$ cat src/rtl/scurve_usb_framer.sv
// S-curve result framer: buffers the upstream 16-bit stream in a small FIFO
// and emits header/info/data/checksum/trailer frames into the USB data FIFO.
module scurve_usb_framer #(
  parameter int          DEPTH_LOG2 = 5,
  parameter int          FRAME_LEN  = 16,
  parameter logic [15:0] HEADER     = 16'hA55A,
  parameter logic [15:0] TRAILER    = 16'h5AA5
) (
  input  logic        Clk,
  input  logic        reset_n,
  input  logic        Clear,
  input  logic        in_wr_en,
  input  logic [15:0] in_din,
  output logic        in_full,
  input  logic        Test_Done,
  input  logic [2:0]  Asic_ID,
  output logic        out_wr_en,
  output logic [15:0] out_din,
  input  logic        out_full,
  output logic        Flush_Done,
  output logic        Overflow
);

  localparam int CW = DEPTH_LOG2 + 1;
  localparam int DEPTH = 1 << DEPTH_LOG2;
  localparam logic [CW-1:0]         DEPTH_C     = CW'(DEPTH);
  localparam logic [CW-1:0]         FULL_C      = CW'(DEPTH - 2);
  localparam logic [CW-1:0]         FRAME_LEN_C = CW'(FRAME_LEN);
  localparam logic [CW-1:0]         CNT_ONE     = CW'(1);
  localparam logic [DEPTH_LOG2-1:0] PTR_ONE     = DEPTH_LOG2'(1);

  typedef enum logic [2:0] {S_IDLE, S_HEAD, S_INFO, S_DATA, S_SUM, S_TAIL} state_t;

  state_t                r_state;
  logic [15:0]           r_mem [DEPTH];
  logic [DEPTH_LOG2-1:0] r_wr_ptr;
  logic [DEPTH_LOG2-1:0] r_rd_ptr;
  logic [CW-1:0]         r_count;
  logic [7:0]            r_seq;
  logic [4:0]            r_len;
  logic [4:0]            r_sent;
  logic [15:0]           r_sum;
  logic                  r_flush_pending;

  state_t      w_state_nxt;
  logic        w_emit;
  logic [15:0] w_word;
  logic        w_pop;
  logic        w_start;
  logic [4:0]  w_start_len;
  logic        w_flush_done;
  logic        w_wr;
  logic        w_drop;

  assign w_wr    = in_wr_en && (r_count != DEPTH_C);
  assign w_drop  = in_wr_en && (r_count == DEPTH_C);
  assign in_full = (r_count >= FULL_C);

  // NOTE: every output of this block gets a default first, so no path leaves
  // a signal unassigned and no latch is inferred.
  always_comb begin
    w_state_nxt  = r_state;
    w_emit       = 1'b0;
    w_word       = '0;
    w_pop        = 1'b0;
    w_start      = 1'b0;
    w_start_len  = '0;
    w_flush_done = 1'b0;
    unique case (r_state)
      S_IDLE: begin
        if (r_count >= FRAME_LEN_C) begin
          w_start     = 1'b1;
          w_start_len = 5'(FRAME_LEN);
        end else if (r_flush_pending && (r_count != '0)) begin
          w_start     = 1'b1;
          w_start_len = 5'(r_count);
        end else if (r_flush_pending) begin
          w_flush_done = 1'b1;
        end
        if (w_start) w_state_nxt = S_HEAD;
      end
      S_HEAD: begin
        w_word = HEADER;
        if (!out_full) begin w_emit = 1'b1; w_state_nxt = S_INFO; end
      end
      S_INFO: begin
        w_word = {Asic_ID, r_seq, r_len};
        if (!out_full) begin w_emit = 1'b1; w_state_nxt = S_DATA; end
      end
      S_DATA: begin
        w_word = r_mem[r_rd_ptr];
        if (!out_full) begin
          w_emit = 1'b1;
          w_pop  = 1'b1;
          if (r_sent == r_len - 5'd1) w_state_nxt = S_SUM;
        end
      end
      S_SUM: begin
        w_word = r_sum;
        if (!out_full) begin w_emit = 1'b1; w_state_nxt = S_TAIL; end
      end
      S_TAIL: begin
        w_word = TRAILER;
        if (!out_full) begin w_emit = 1'b1; w_state_nxt = S_IDLE; end
      end
      default: w_state_nxt = S_IDLE;
    endcase
  end

  // NOTE: registers use non-blocking assignments so every flop samples the
  // pre-edge values regardless of statement order.
  always_ff @(posedge Clk or negedge reset_n) begin
    if (!reset_n)   r_state <= S_IDLE;
    else if (Clear) r_state <= S_IDLE;
    else            r_state <= w_state_nxt;
  end

  // NOTE: the buffer array carries no reset; count and pointers define which
  // entries are valid, so stale contents are never observed.
  always_ff @(posedge Clk) begin
    if (w_wr) r_mem[r_wr_ptr] <= in_din;
  end

  always_ff @(posedge Clk or negedge reset_n) begin
    if (!reset_n) begin
      r_wr_ptr <= '0; r_rd_ptr <= '0; r_count <= '0;
      r_seq <= '0; r_len <= '0; r_sent <= '0; r_sum <= '0;
      r_flush_pending <= 1'b0;
      out_wr_en <= 1'b0; out_din <= '0; Flush_Done <= 1'b0; Overflow <= 1'b0;
    end else if (Clear) begin
      r_wr_ptr <= '0; r_rd_ptr <= '0; r_count <= '0;
      r_seq <= '0; r_len <= '0; r_sent <= '0; r_sum <= '0;
      r_flush_pending <= 1'b0;
      out_wr_en <= 1'b0; out_din <= '0; Flush_Done <= 1'b0; Overflow <= 1'b0;
    end else begin
      if (w_wr)  r_wr_ptr <= r_wr_ptr + PTR_ONE;
      if (w_pop) r_rd_ptr <= r_rd_ptr + PTR_ONE;
      if (w_wr && !w_pop)      r_count <= r_count + CNT_ONE;
      else if (!w_wr && w_pop) r_count <= r_count - CNT_ONE;

      if (w_start) r_len <= w_start_len;
      if (r_state == S_HEAD) begin
        r_sum  <= '0;
        r_sent <= '0;
      end else if (w_pop) begin
        r_sum  <= r_sum + w_word;
        r_sent <= r_sent + 5'd1;
      end

      if (w_flush_done)                    r_seq <= '0;
      else if (w_emit && r_state == S_TAIL) r_seq <= r_seq + 8'd1;

      // A Test_Done arriving while a flush is already pending changes nothing.
      if (w_flush_done)   r_flush_pending <= 1'b0;
      else if (Test_Done) r_flush_pending <= 1'b1;

      out_wr_en  <= w_emit;
      if (w_emit) out_din <= w_word;
      Flush_Done <= w_flush_done;
      if (w_drop) Overflow <= 1'b1;
    end
  end

endmodule

$ cat config.mk
export PLATFORM = sky130hd
export DESIGN_NAME = scurve_usb_framer
export DESIGN_NICKNAME = d
export VERILOG_FILES = /design/src/rtl/scurve_usb_framer.sv
export SDC_FILE = /design/constraint.sdc
export NUM_CORES = 1
export LEC_CHECK = 0
export ABC_CLOCK_PERIOD_IN_PS = 7100
export CAP_MARGIN = 20
export CORE_AREA = 4 4 203 205
export CTS_BUF_LIST = sky130_fd_sc_hd__clkbuf_8 sky130_fd_sc_hd__clkbuf_16
export CTS_CLUSTER_SIZE = 28
export DETAILED_ROUTE_END_ITERATION = 10
export DIE_AREA = 0 0 207 209
export PLACE_DENSITY = 0.79
export SLEW_MARGIN = 20
export SYNTH_ARGS = -nofsm -noshare
export SYNTH_HDL_FRONTEND = slang
export SYNTH_SLANG_ARGS = --single-unit
$ cat constraint.sdc
create_clock -name Clk -period 7.1 [get_ports Clk]
set_clock_uncertainty 0.15 [all_clocks]
set_input_delay 0.71 -clock Clk [delete_from_list [all_inputs] [get_ports Clk]]
set_output_delay 0.71 -clock Clk [all_outputs]
set_load 0.01 [all_outputs]
Word level (Yosys, flattened, before mapping)

Memories as Yosys holds them, arrays and structs flattened.
Cells that the tools add are included.

Register bits after elaboration: 73
RAM bits: 512
Input bits: 25
Output and inout port bits: 20
Logic and storage cells: 113
Memories: 1

Memories:

| name  | depth | bits a word | rd ports | clocked after Yosys merged registers in | write ports | RTL line | source |
|---|---|---|---|---|---|---|---|
| r_mem | 32    | 16          | 1        | 0                                       | 1           | 35       | `logic [15:0] r_mem [DEPTH];` |

Add/subtract/negate cells: 8
$lt $le $gt $ge: 2
Eq/ne operators: 15
Muxes and demuxes: 53
Reduce and logical (&&, ||, !) cells: 21

Operator list:

| cell                                                               | number |
|---|---|
| two-way mux 16 bit                                                 | 5 |
| case mux 16 bit (5 select lines)                                   | 1 |
| two-way mux 5 bit                                                  | 12 |
| two-way mux 3 bit                                                  | 8 |
| two-way mux 8 bit                                                  | 3 |
| two-way mux 1 bit                                                  | 20 |
| two-way mux 6 bit                                                  | 3 |
| inequality test 3 bit (second input constant)                      | 6 |
| case mux 3 bit (6 select lines)                                    | 1 |
| adder 16 bit                                                       | 1 |
| adder 5 x 1 -> 5 bit (second input constant)                       | 3 |
| greater-or-equal comparator 6 x 5 -> 1 bit (second input constant) | 2 |
| nonzero test 3 bit                                                 | 4 |
| nonzero test 2 bit                                                 | 5 |
| adder 8 x 1 -> 8 bit (second input constant)                       | 1 |
| AND reduction 7 bit                                                | 1 |
| adder 6 x 1 -> 6 bit (second input constant)                       | 1 |
| == test 3 x 2 -> 1 bit (second input constant)                     | 2 |
| == test 3 bit (second input constant)                              | 2 |
| == test 6 bit (second input constant)                              | 1 |
| logical AND 1 bit                                                  | 6 |
| inequality test 6 bit (second input constant)                      | 1 |
| nonzero test 6 bit                                                 | 1 |
| subtractor 6 x 1 -> 6 bit (second input constant)                  | 1 |
| 7 further kinds                                                    | 8 |

Longest topological paths before layout

Gate-level depths: netlist of the first run.

Depth after elaboration: 8
Depth in mapped cells: 26
Gate-level depth less buffers: 21

Least setup slack after synthesis of the first run

No wires, ideal clock.

Path kind: register to register
Start point: reg r_rd_ptr[0]
End point: reg r_sum[12]
Setup time: 0.126 ns
Arrival: 5.363 ns
Data required time: 6.824 ns
Slack: 1.461 ns
Stages on the path, launching flop included: 27
Path buffers: 5
Period minus slack after synthesis: 5.639 ns
Cell sequence: dfrtp_1 buf_6 buf_4 buf_4 buf_2 buf_1 mux4_2 mux4_2 nand2_1 a21oi_1 a21oi_1 o22ai_1 ha_1 inv_1 fa_1 inv_1 a21oi_1 o31ai_1 a21oi_1 a32oi_1 a31oi_1 o21ai_0 a31oi_1 a31o_1 nor2b_1 nor3_1 a311o_1

Cells in the longest elaborated chain, start to end: 6

RTL lines:

| element                          | RTL line | source |
|---|---|---|
| start: declaration               | 37       | `logic [DEPTH_LOG2-1:0] r_rd_ptr;` |
| start signal: assignment         | 137      | `if (w_pop) r_rd_ptr <= r_rd_ptr + PTR_ONE;` |
| memory (32 x 16 bit)             | -        |  |
| case mux 16 bit (5 select lines) | 69       | `unique case (r_state)` |
| adder 16 bit                     | 146      | `r_sum <= r_sum + w_word;` |
| two-way mux 16 bit               | 145      | `end else if (w_pop) begin` |
| two-way mux 16 bit               | 142      | `if (r_state == S_HEAD) begin` |
| two-way mux 16 bit               | 130      | `end else if (Clear) begin` |
| end signal: assignment           | 146      |  |
| end: declaration                 | 42       | `logic [15:0] r_sum;` |

No other way between the ends. The select of a mux whose other input is x is not followed.
A chain may end at the register's enable or synchronous reset.

Worst setup path in the final report of the first run

Same ends and word-level chain as after synthesis.

==> results list, run 1 <==
* Outcome: finished clean
* Max stage delay cell, worst path: sky130_fd_sc_hd__dfrtp_4
* Critical Path Sink Type: register
* Number of endpoints with negative hold slack in the final report: 0
- Area added between synthesis and finish: 12.2%
- R2R Path End: r_sum[12]
* Slack of the critical path: between 1 and 1.5 ns
* Cell type group with the largest total delay on the critical path: compound AO/OA/AOI/OAI gates
- Data arrives at the worst endpoint at ~6 ns.
* Async SR Flop Fraction: 0.125
- The critical path contains buffers and inverters numbering 2 combined.
- # hold bufs at CTS: 0
- Top cell type by total area after synthesis: sky130_fd_sc_hd__edfxtp_1
- At the pin with the least slew margin, the transition time is between 1 and 1.5 ns.
* Area share of the largest cell type after synthesis: 0.634
- The worst setup path is of the register to register kind.
- The worst register-to-register path begins at r_rd_ptr[0].
* Power per Cell Area: about 270 nW/um^2
* Placed wire-length estimate: 33000 um
* Pins over their slew limit: 0
* Final global-route overflow total: 0
- CTS Buf Count: 55
* Count of yosys warnings during synthesis: 0
- For the worst flop-to-flop path, the logic depth is 21.
- Adding up every negative setup slack in the final design gives 0 ns.
- For this run, the register share of the synthesized area comes to 0.710.
- After synthesis, the mean cell area works out to between 15 and 20 sq um.
* Number of search-and-repair iterations in the first detailed-routing pass: 5
* Pin count of the biggest net entering global routing: between 70 and 80
- The most common cell in the synthesized netlist is sky130_fd_sc_hd__edfxtp_1.
* Via count of the first global-routing pass: about 13k
- Overall die area: roughly 43000 sq um
- Total global routing track utilization: 0.263
- R2r setup slk: 1.50 ns
- TritonCTS built the clock tree.
- Fin nets: roughly 1.5k
* Number of gates given a new drive strength after cts: 0
* First element of the critical path: r_rd_ptr[0]
- Syn Std Cell Area: ~24000 sq um
- Series of cell instances along the critical path: mux4_2 > mux4_2 > nand2_1 > a21oi_1 > a21oi_1 > o22ai_1 > ha_1 > inv_1 > fa_1 > inv_1 > a21oi_1 > a41oi_1 > a21oi_1 > a32oi_1 > a31oi_1 > o21ai_0 > a31oi_1 > a31o_1 > nor2b_1 > nor3_1 > a311o_1
- In this run the horizontal extent of the chip is between 200 and 250 um.
* RSZ-0062 raised after global routing: no
- The number of antenna diodes in the final layout is 0.
- Sinks on Clock Net: 585
- Total of flip-flops plus latches after synthesis: about 590
* Final-report setup violation count: 0
- The largest single stage delay on the critical path is between 0.9 and 1 ns.
* Most used DFF post-synth: sky130_fd_sc_hd__edfxtp_1
* Final instance count without filler cells: approximately 2k
- In this run the number of cells on the critical path is 21.
- Core outline area: roughly 40000 sq um
- Vias post-DR: 13.3k
* Share of layout cells above drive strength 1: 0.234
* Number of enable-type register cells in the synthesized netlist: between 500 and 600
- STA classifies the critical path startpoint as a register.
- Setup bufs post-CTS: 0
- The floorplan has 73 rows.
- The first global-routing pass estimated between 80000 and 90000 um of wire.
- Number of standard cells after synthesis: between 1k and 1.5k
- The detail route stage leaves a number of antenna-violating nets equal to 0.
- Routed vias/inst: between 6 and 7
- Cell total after placement: 1898
* Number of distinct library cell variants in the gate-level netlist after synthesis: 70
- 45 I/O pins were placed.
* Root buffer cell: sky130_fd_sc_hd__clkbuf_16
- Before CTS, the worst setup slack after placement is between 1.5 and 2 ns.
* Starting density of the core: 0.614
- In the finished design, the share of the clock period the worst path needs comes to 0.789.
* Die span in y: 209 um
- Source-to-sink clock delay at the later pin of the worst-skew pair: just over 0.6 ns
- VDD IR max: between 0.2 and 0.25 mV
* Most prevalent standard cell on the critical path: sky130_fd_sc_hd__a21oi_1
* Maximum fanout along the worst path: 37
- In the routed design, unresolved DRC markers number 0.
* Total number of H-tree levels: 2
* Iteration-0 DRC Markers: approximately 1.5k
* Clock transition at the registers of the reported paths: 0.06 ns
- Clk buf depth: 3
* Data required time at the worst endpoint: between 7 and 8 ns
- The number of antenna violations at the first check in global routing came to 2.
- Maximum clock frequency: 178 MHz
* Number of buffers inserted by port buffering: 44
- The final layout contains routed wiring with a total length of approximately 57000 um.
* Path type of the worst min-delay path: input pin to asynchronous set/reset pin
* Net count after synthesis: around 1.4k
* Shortest clock period the worst path allows after layout: about 5.6 ns
- Dividing the detail-routed wire length by the instance count gives approximately 28 um.
- The tool flagged a number of max-cap violations equal to 0.
- Following the worst setup path forward leads to its endpoint at r_sum[12].
* Largest cells by area after synthesis: sky130_fd_sc_hd__edfxtp_1 63%, sky130_fd_sc_hd__mux4_2 14%, sky130_fd_sc_hd__dfrtp_1 7.5%, sky130_fd_sc_hd__nor2_1 1.8%, sky130_fd_sc_hd__a21oi_1 1.3%
- Summing internal, switching and leakage power gives 0.00742 W.
- Top cell types by occurrence after synthesis: 512 x sky130_fd_sc_hd__edfxtp_1, 149 x sky130_fd_sc_hd__mux4_2, 114 x sky130_fd_sc_hd__nor2_1
* Leakage: 8.89 nW
- Routability-driven placement finished with a final weighted congestion of between 0.9 and 1.
* Max_slew headroom: 0.283
[power breakdown]
| group | total, W | switching (W) | internal (W) |
|---|---|---|---|
| sequential | 0.00388 | 0.0000682 | 0.00381 |
| combinational | 0.000767 | 0.000473 | 0.000294 |
| clock | 0.00278 | 0.00123 | 0.00155 |
[sequential cells by signal, indices dropped and copies added, names as in the netlist]
name / cells
r_flush_pending: 1
out_wr_en: 1
r_state: 3
r_rd_ptr: 5
r_wr_ptr: 5
r_mem: 512
r_sum: 16
r_count: 6
Flush_Done: 1
r_seq: 8
out_din: 16
r_len: 5
Overflow: 1
r_sent: 5
[worst min-delay path by stage]
stage	slack [ns]	endpoint	startpoint
final	0.10	out_din[14]	reset_n
after global routing	0.18	r_seq[6]	reset_n
after CTS	0.12	r_rd_ptr[1]	reset_n
after detailed placement	0.34	Overflow	Overflow
after global placement	0.34	Overflow	Overflow
after floorplan	0.26	Flush_Done	reset_n
[worst reg2reg max path: stages (launching register included)]
cell	delay [ns]
sky130_fd_sc_hd__dfrtp_4	0.91
sky130_fd_sc_hd__mux4_2	0.67
sky130_fd_sc_hd__mux4_2	0.48
sky130_fd_sc_hd__nand2_1	0.11
sky130_fd_sc_hd__a21oi_1	0.12
sky130_fd_sc_hd__a21oi_1	0.14
sky130_fd_sc_hd__o22ai_1	0.11
sky130_fd_sc_hd__ha_1	0.23
sky130_fd_sc_hd__inv_1	0.08
sky130_fd_sc_hd__fa_1	0.22
sky130_fd_sc_hd__inv_1	0.05
sky130_fd_sc_hd__a21oi_1	0.28
sky130_fd_sc_hd__a41oi_1	0.09
sky130_fd_sc_hd__a21oi_1	0.22
sky130_fd_sc_hd__a32oi_1	0.12
sky130_fd_sc_hd__a31oi_1	0.34
sky130_fd_sc_hd__o21ai_0	0.19
sky130_fd_sc_hd__a31oi_1	0.23
sky130_fd_sc_hd__a31o_1	0.20
sky130_fd_sc_hd__nor2b_1	0.16
sky130_fd_sc_hd__nor3_1	0.06
sky130_fd_sc_hd__a311o_1	0.31
[stage by stage]
step | hold slack [ns] | utilization | instance area, sq um
after floorplan | 0.264 | - | 24200
after global placement | 0.343 | 0.645 | 25400
after detailed placement | 0.339 | 0.646 | 25500
after CTS | 0.121 | 0.690 | 27200
after global routing | 0.179 | 0.689 | 27200
final | 0.102 | 0.689 | 27200
[routing by layer]
layer,part of all wire,global-route usage,vias to the layer above
li1,-,-,5569
met1,0.37,0.356,6780
met2,0.50,0.431,787
met3,0.095,0.0554,130
met4,0.034,0.0983,4
met5,0.00044,0,-
[cells in the final DEF (no fill, tap or decap), types with 5 or more instances in the layout]
master                            count
sky130_fd_sc_hd__a211oi_1            10
sky130_fd_sc_hd__a21o_1               5
sky130_fd_sc_hd__a21oi_1             63
sky130_fd_sc_hd__a221oi_1             5
sky130_fd_sc_hd__a22o_1               5
sky130_fd_sc_hd__a31oi_1              8
sky130_fd_sc_hd__buf_2               14
sky130_fd_sc_hd__buf_4               39
sky130_fd_sc_hd__clkbuf_16           57
sky130_fd_sc_hd__clkdlybuf4s50_1     29
sky130_fd_sc_hd__clkinv_1            13
sky130_fd_sc_hd__clkinv_2             7
sky130_fd_sc_hd__dfrtp_1             69
sky130_fd_sc_hd__edfxtp_1           512
sky130_fd_sc_hd__ha_1                22
sky130_fd_sc_hd__inv_1               42
sky130_fd_sc_hd__mux2_2              11
sky130_fd_sc_hd__mux2i_1             21
sky130_fd_sc_hd__mux4_2             149
sky130_fd_sc_hd__nand2_1             80
sky130_fd_sc_hd__nand2b_1             6
sky130_fd_sc_hd__nand3_1             10
sky130_fd_sc_hd__nand4_1             13
sky130_fd_sc_hd__nor2_1              84
sky130_fd_sc_hd__nor2_2              21
sky130_fd_sc_hd__nor2_4               9
sky130_fd_sc_hd__nor2b_1              7
sky130_fd_sc_hd__nor3_1               7
sky130_fd_sc_hd__o21ai_0             13
sky130_fd_sc_hd__o22ai_1             11
sky130_fd_sc_hd__or3_1               10
sky130_fd_sc_hd__xnor2_1             19
sky130_fd_sc_hd__xor2_1              18
[area by class of cell]
type | instances | area (sq um)
sequential | 585 | 17200
fill | 2416 | 12300
multi-input combinational | 675 | 6770
clock buffer | 60 | 1470
timing repair buffer | 88 | 741
tap | 525 | 657
clock inverter | 42 | 244
inverter | 26 | 97.6
[kinds of logic (layout without fill, tap and decap cells)]
| family | Yosys count | in the layout | synth area share |
|---|---|---|---|
| muxes | 181 | 181 | 0.152 |
| xor gates and xnor gates | 37 | 37 | 0.0134 |
| AOI/OAI and AO/OA | 158 | 158 | 0.0435 |
| and+or+nand+nor | 273 | 273 | 0.0505 |
| buffers and inverters | 95 | 216 | 0.0167 |
| adders and majority gates | 26 | 26 | 0.0139 |
| DFF | 585 | 585 | 0.710 |
Power figures use the tool's default switching activity.
==> run 2: changes to the inputs <==
==> config.mk (replaced) <==
export PLATFORM = sky130hd
export DESIGN_NAME = scurve_usb_framer
export DESIGN_NICKNAME = d
export VERILOG_FILES = /design/src/rtl/scurve_usb_framer.sv
export SDC_FILE = /design/constraint.sdc
export NUM_CORES = 1
export LEC_CHECK = 0
export ABC_CLOCK_PERIOD_IN_PS = 4900
export CAP_MARGIN = 20
export CORE_AREA = 4 4 214 216
export CTS_BUF_LIST = sky130_fd_sc_hd__clkbuf_8 sky130_fd_sc_hd__clkbuf_16
export CTS_CLUSTER_SIZE = 28
export DETAILED_ROUTE_END_ITERATION = 10
export DIE_AREA = 0 0 218 220
export PLACE_DENSITY = 0.75
export SLEW_MARGIN = 20
export SYNTH_ARGS = -nofsm -noshare
export SYNTH_HDL_FRONTEND = slang
export SYNTH_SLANG_ARGS = --single-unit
==> constraint.sdc (replaced) <==
create_clock -name Clk -period 4.9 [get_ports Clk]
set_clock_uncertainty 0.15 [all_clocks]
set_input_delay 0.49 -clock Clk [delete_from_list [all_inputs] [get_ports Clk]]
set_output_delay 0.49 -clock Clk [all_outputs]
set_load 0.01 [all_outputs]
==> results list, run 2 (same netlist as run 1, synthesis figures left out) <==
* Global placer's final weighted congestion: approximately 0.9
* Routed wirelength normalized by instance count: ~28 um
- VDD sags by at most around 0.35 mV.
- Critical path launch point type: register
- First element of the critical path: r_rd_ptr[0]
- R2r worst-path depth: 22
* Slack of the critical path: -0.0873 ns
- Pin placement for this block handled 45 I/O pins.
* Starting density of the core: 0.552
- Fin nets: 1529
* Die span in y: 220 um
- Clk pwr share: 0.390
- Maximum fanout along the worst path: 8
- At the worst endpoint, the arrival time is between 5 and 6 ns.
* Final global-route overflow total: 0
- The endpoint identified for the worst register-to-register timing path is r_sum[12].
- The critical path is of the register to register type.
- Of the total power, the share spent switching nets is 0.239.
- The setup check on the worst reg-to-reg path leaves a slack of -0.09 ns.
* Sinks on Clock Net: 585
- Max_slew headroom: 0.295
* Path type of the worst min-delay path: input pin to register
- After detailed routing, the number of remaining DRC violations is 0.
- Fill cells in the final layout number a little under 3k.
* Antenna violations before repair: 1
- Non-Filler Cell Area, Final: 28000 sq um
- Setup violations remaining at the end of the flow were counted as 2.
* CTS Buf Count: 57
- Root buffer cell: sky130_fd_sc_hd__clkbuf_16
* Iteration-0 DRC Markers: between 1.5k and 2k
- Shortest clock period the worst path allows after layout: about 5 ns
* Cell Int Power: between 0.008 and 0.009 W
- The tool flagged a number of max-cap violations equal to 0.
- Highest-count cells in the layout ignoring fill and taps: 512 x sky130_fd_sc_hd__edfxtp_1, 149 x sky130_fd_sc_hd__mux4_2, 84 x sky130_fd_sc_hd__nor2_1, 81 x sky130_fd_sc_hd__buf_4, 78 x sky130_fd_sc_hd__nand2_1
- The design draws 0.0112 W.
- The die covers 48000 sq um.
- Leaving out fill and tap cells, the most frequent cell in the layout is sky130_fd_sc_hd__edfxtp_1.
- Pre-CTS setup slack: -0.0503 ns
- The detailed router placed 13.4k vias in this run.
* Die X: about 220 um
- The run finished, with violations left.
* Routed vias/inst: approximately 6.3
- Setup repair after global routing could not meet its margin everywhere.
- The area growth from synthesis to layout is 15.6%.
* Reported net switching power: 0.00267 W
- Row generation in the floorplan step produced 77 rows.
* Util after Layout: 0.638
- Number of endpoints with negative hold slack in the final report: 0
- Transition at the pin with the smallest max-transition slack: 1.05 ns
* Pin count of the biggest net entering global routing: 74
- In this run the cell area measured after placement is 25800 sq um.
- Number of search-and-repair iterations in the first detailed-routing pass: 5
* Wire length of the first global-routing pass: approximately 86000 um
* Via count of the first global-routing pass: ~13k
- Maximum clock frequency: approximately 200 MHz
- Combinational fraction of design power: 0.109
- Power spread over the standard cell area amounts to 398 nW/um^2.
- Clock tree from TritonCTS: done
- Summed over all cells, the static leakage comes to between 9 and 10 nW.
- Data required time at the worst endpoint: roughly 5.3 ns
- The count of buffers added on input and output ports is 44.
- The largest registers in the layout are r_mem: 512 flops, out_din: 16 flops, r_sum: 16 flops.
* Total global routing track utilization: 0.242
- Share of layout cells above drive strength 1: 0.282
* Proportion of power drawn by flip-flops and latches: 0.501
* Source-to-sink clock delay at the later pin of the worst-skew pair: between 0.6 and 0.7 ns
- The total area inside the core boundary comes to between 40000 and 50000 sq um.
- Clk buf depth: 3
* Final worst path period share: 1.02
- After clock tree synthesis, the clock-pin slew on the worst setup and hold paths is 0.07 ns.
* Antenna Violating Nets Remaining: 0
- After detailed routing, the total wire length is approximately 58000 um.
- Placed wire-length estimate: 32800 um
* Endpoint of the most critical setup path: r_sum[12]
- Critical Path Sink Type: register
- Total number of H-tree levels: 2
- The max-slew violation count is 0.
- Violations in the final reports: setup timing
- Startpoint of the worst register-to-register path: r_rd_ptr[0]
- The register with the most flip-flops in the layout has 512 of them.
- Register bank with the most flops: r_mem
- Hold Path Origin: in_din[11]
run 2: changes by cell type in the layout (fill, tap and decap cells not counted), sizes merged:
| cell | delta |
|---|---|
| clkinv | +1 |
| buf | +41 |
| clkbuf | +2 |
| clkinvlp | +2 |
| clkdlybuf4s50 | +2 |
| diode | +1 |
| bufinv | +4 |
| inv | -3 |
| dlygate4sd3 | +1 |
| bufbuf | +1 |
run 2: layout make-up:
cell class	instances	area (sq um)	area share
inverter	26	97.6	0.00348
clock inverter	46	385	0.0138
tap	592	741	0.0264
antenna	1	2.50	0.0000893
timing repair buffer	135	1200	0.0427
clock buffer	60	1480	0.0528
sequential	585	17200	0.614
multi-input combinational	675	6900	0.246
run 2: power groups by stage:
stage,Clock (W),Combinational (W),Sequential [W]
after global routing,0.00464,0.00130,0.00560
after floorplan,0,0.000742,0.00568
final,0.00435,0.00121,0.00559
after detailed placement,0,0.00116,0.00570
after global placement,0,0.00113,0.00569
after CTS,0.00441,0.00117,0.00559
run 2: worst min-delay path by stage:
stage / end / cells after the start / slack, ns
final: r_mem[9][11] / 1 / 0.24
after global routing: r_mem[4][8] / 1 / 0.26
after CTS: r_flush_pending / 3 / 0.29
after detailed placement: Overflow / 2 / 0.34
after global placement: Overflow / 2 / 0.33
after floorplan: Flush_Done / 0 / 0.04
run 2: metrics by stage:
step,std cells,setup TNS [ns],hold slack (ns)
floorplan,1355,-0.00227,0.0444
global placement,1996,0,0.329
detailed placement,1996,-0.0503,0.341
CTS,2108,0,0.291
global route,2119,-0.911,0.259
finish,2120,-0.111,0.241
run 2: per-layer routing:
metal  part of all wire  up-vias  track usage
met5                  0        -            0
met4              0.028        0       0.0674
met3              0.087      105       0.0390
met2               0.50      720        0.403
met1               0.39     6969        0.340
li1                   -     5652            -
run 2: repair_timing:
action                     in CTS  in global routing
hold endpoints to repair       73                  0
resized for setup               2                 32
buffers inserted                4                  9
gates cloned                    1                  2
pin swaps                       5                 31
setup endpoints to repair       1                  9
hold buffers                    1                  0
run 2: worst max-delay path, cell delays in order, from the launching register on:
cell                      delay (ns)
sky130_fd_sc_hd__dfrtp_4        0.53
sky130_fd_sc_hd__buf_12         0.18
sky130_fd_sc_hd__mux4_2         0.51
sky130_fd_sc_hd__mux4_2         0.52
sky130_fd_sc_hd__nand2_2        0.08
sky130_fd_sc_hd__a21oi_2        0.06
sky130_fd_sc_hd__a21oi_2        0.15
sky130_fd_sc_hd__o22ai_2        0.11
sky130_fd_sc_hd__ha_2           0.22
sky130_fd_sc_hd__inv_2          0.05
sky130_fd_sc_hd__fa_2           0.20
sky130_fd_sc_hd__inv_2          0.05
sky130_fd_sc_hd__a21oi_4        0.18
sky130_fd_sc_hd__o31ai_2        0.11
sky130_fd_sc_hd__a21oi_2        0.14
sky130_fd_sc_hd__a32oi_1        0.14
sky130_fd_sc_hd__a31oi_2        0.32
sky130_fd_sc_hd__o21ai_2        0.13
sky130_fd_sc_hd__a31oi_1        0.23
sky130_fd_sc_hd__a31o_1         0.24
sky130_fd_sc_hd__nor2b_4        0.16
sky130_fd_sc_hd__nor3_1         0.05
sky130_fd_sc_hd__a311o_1        0.32
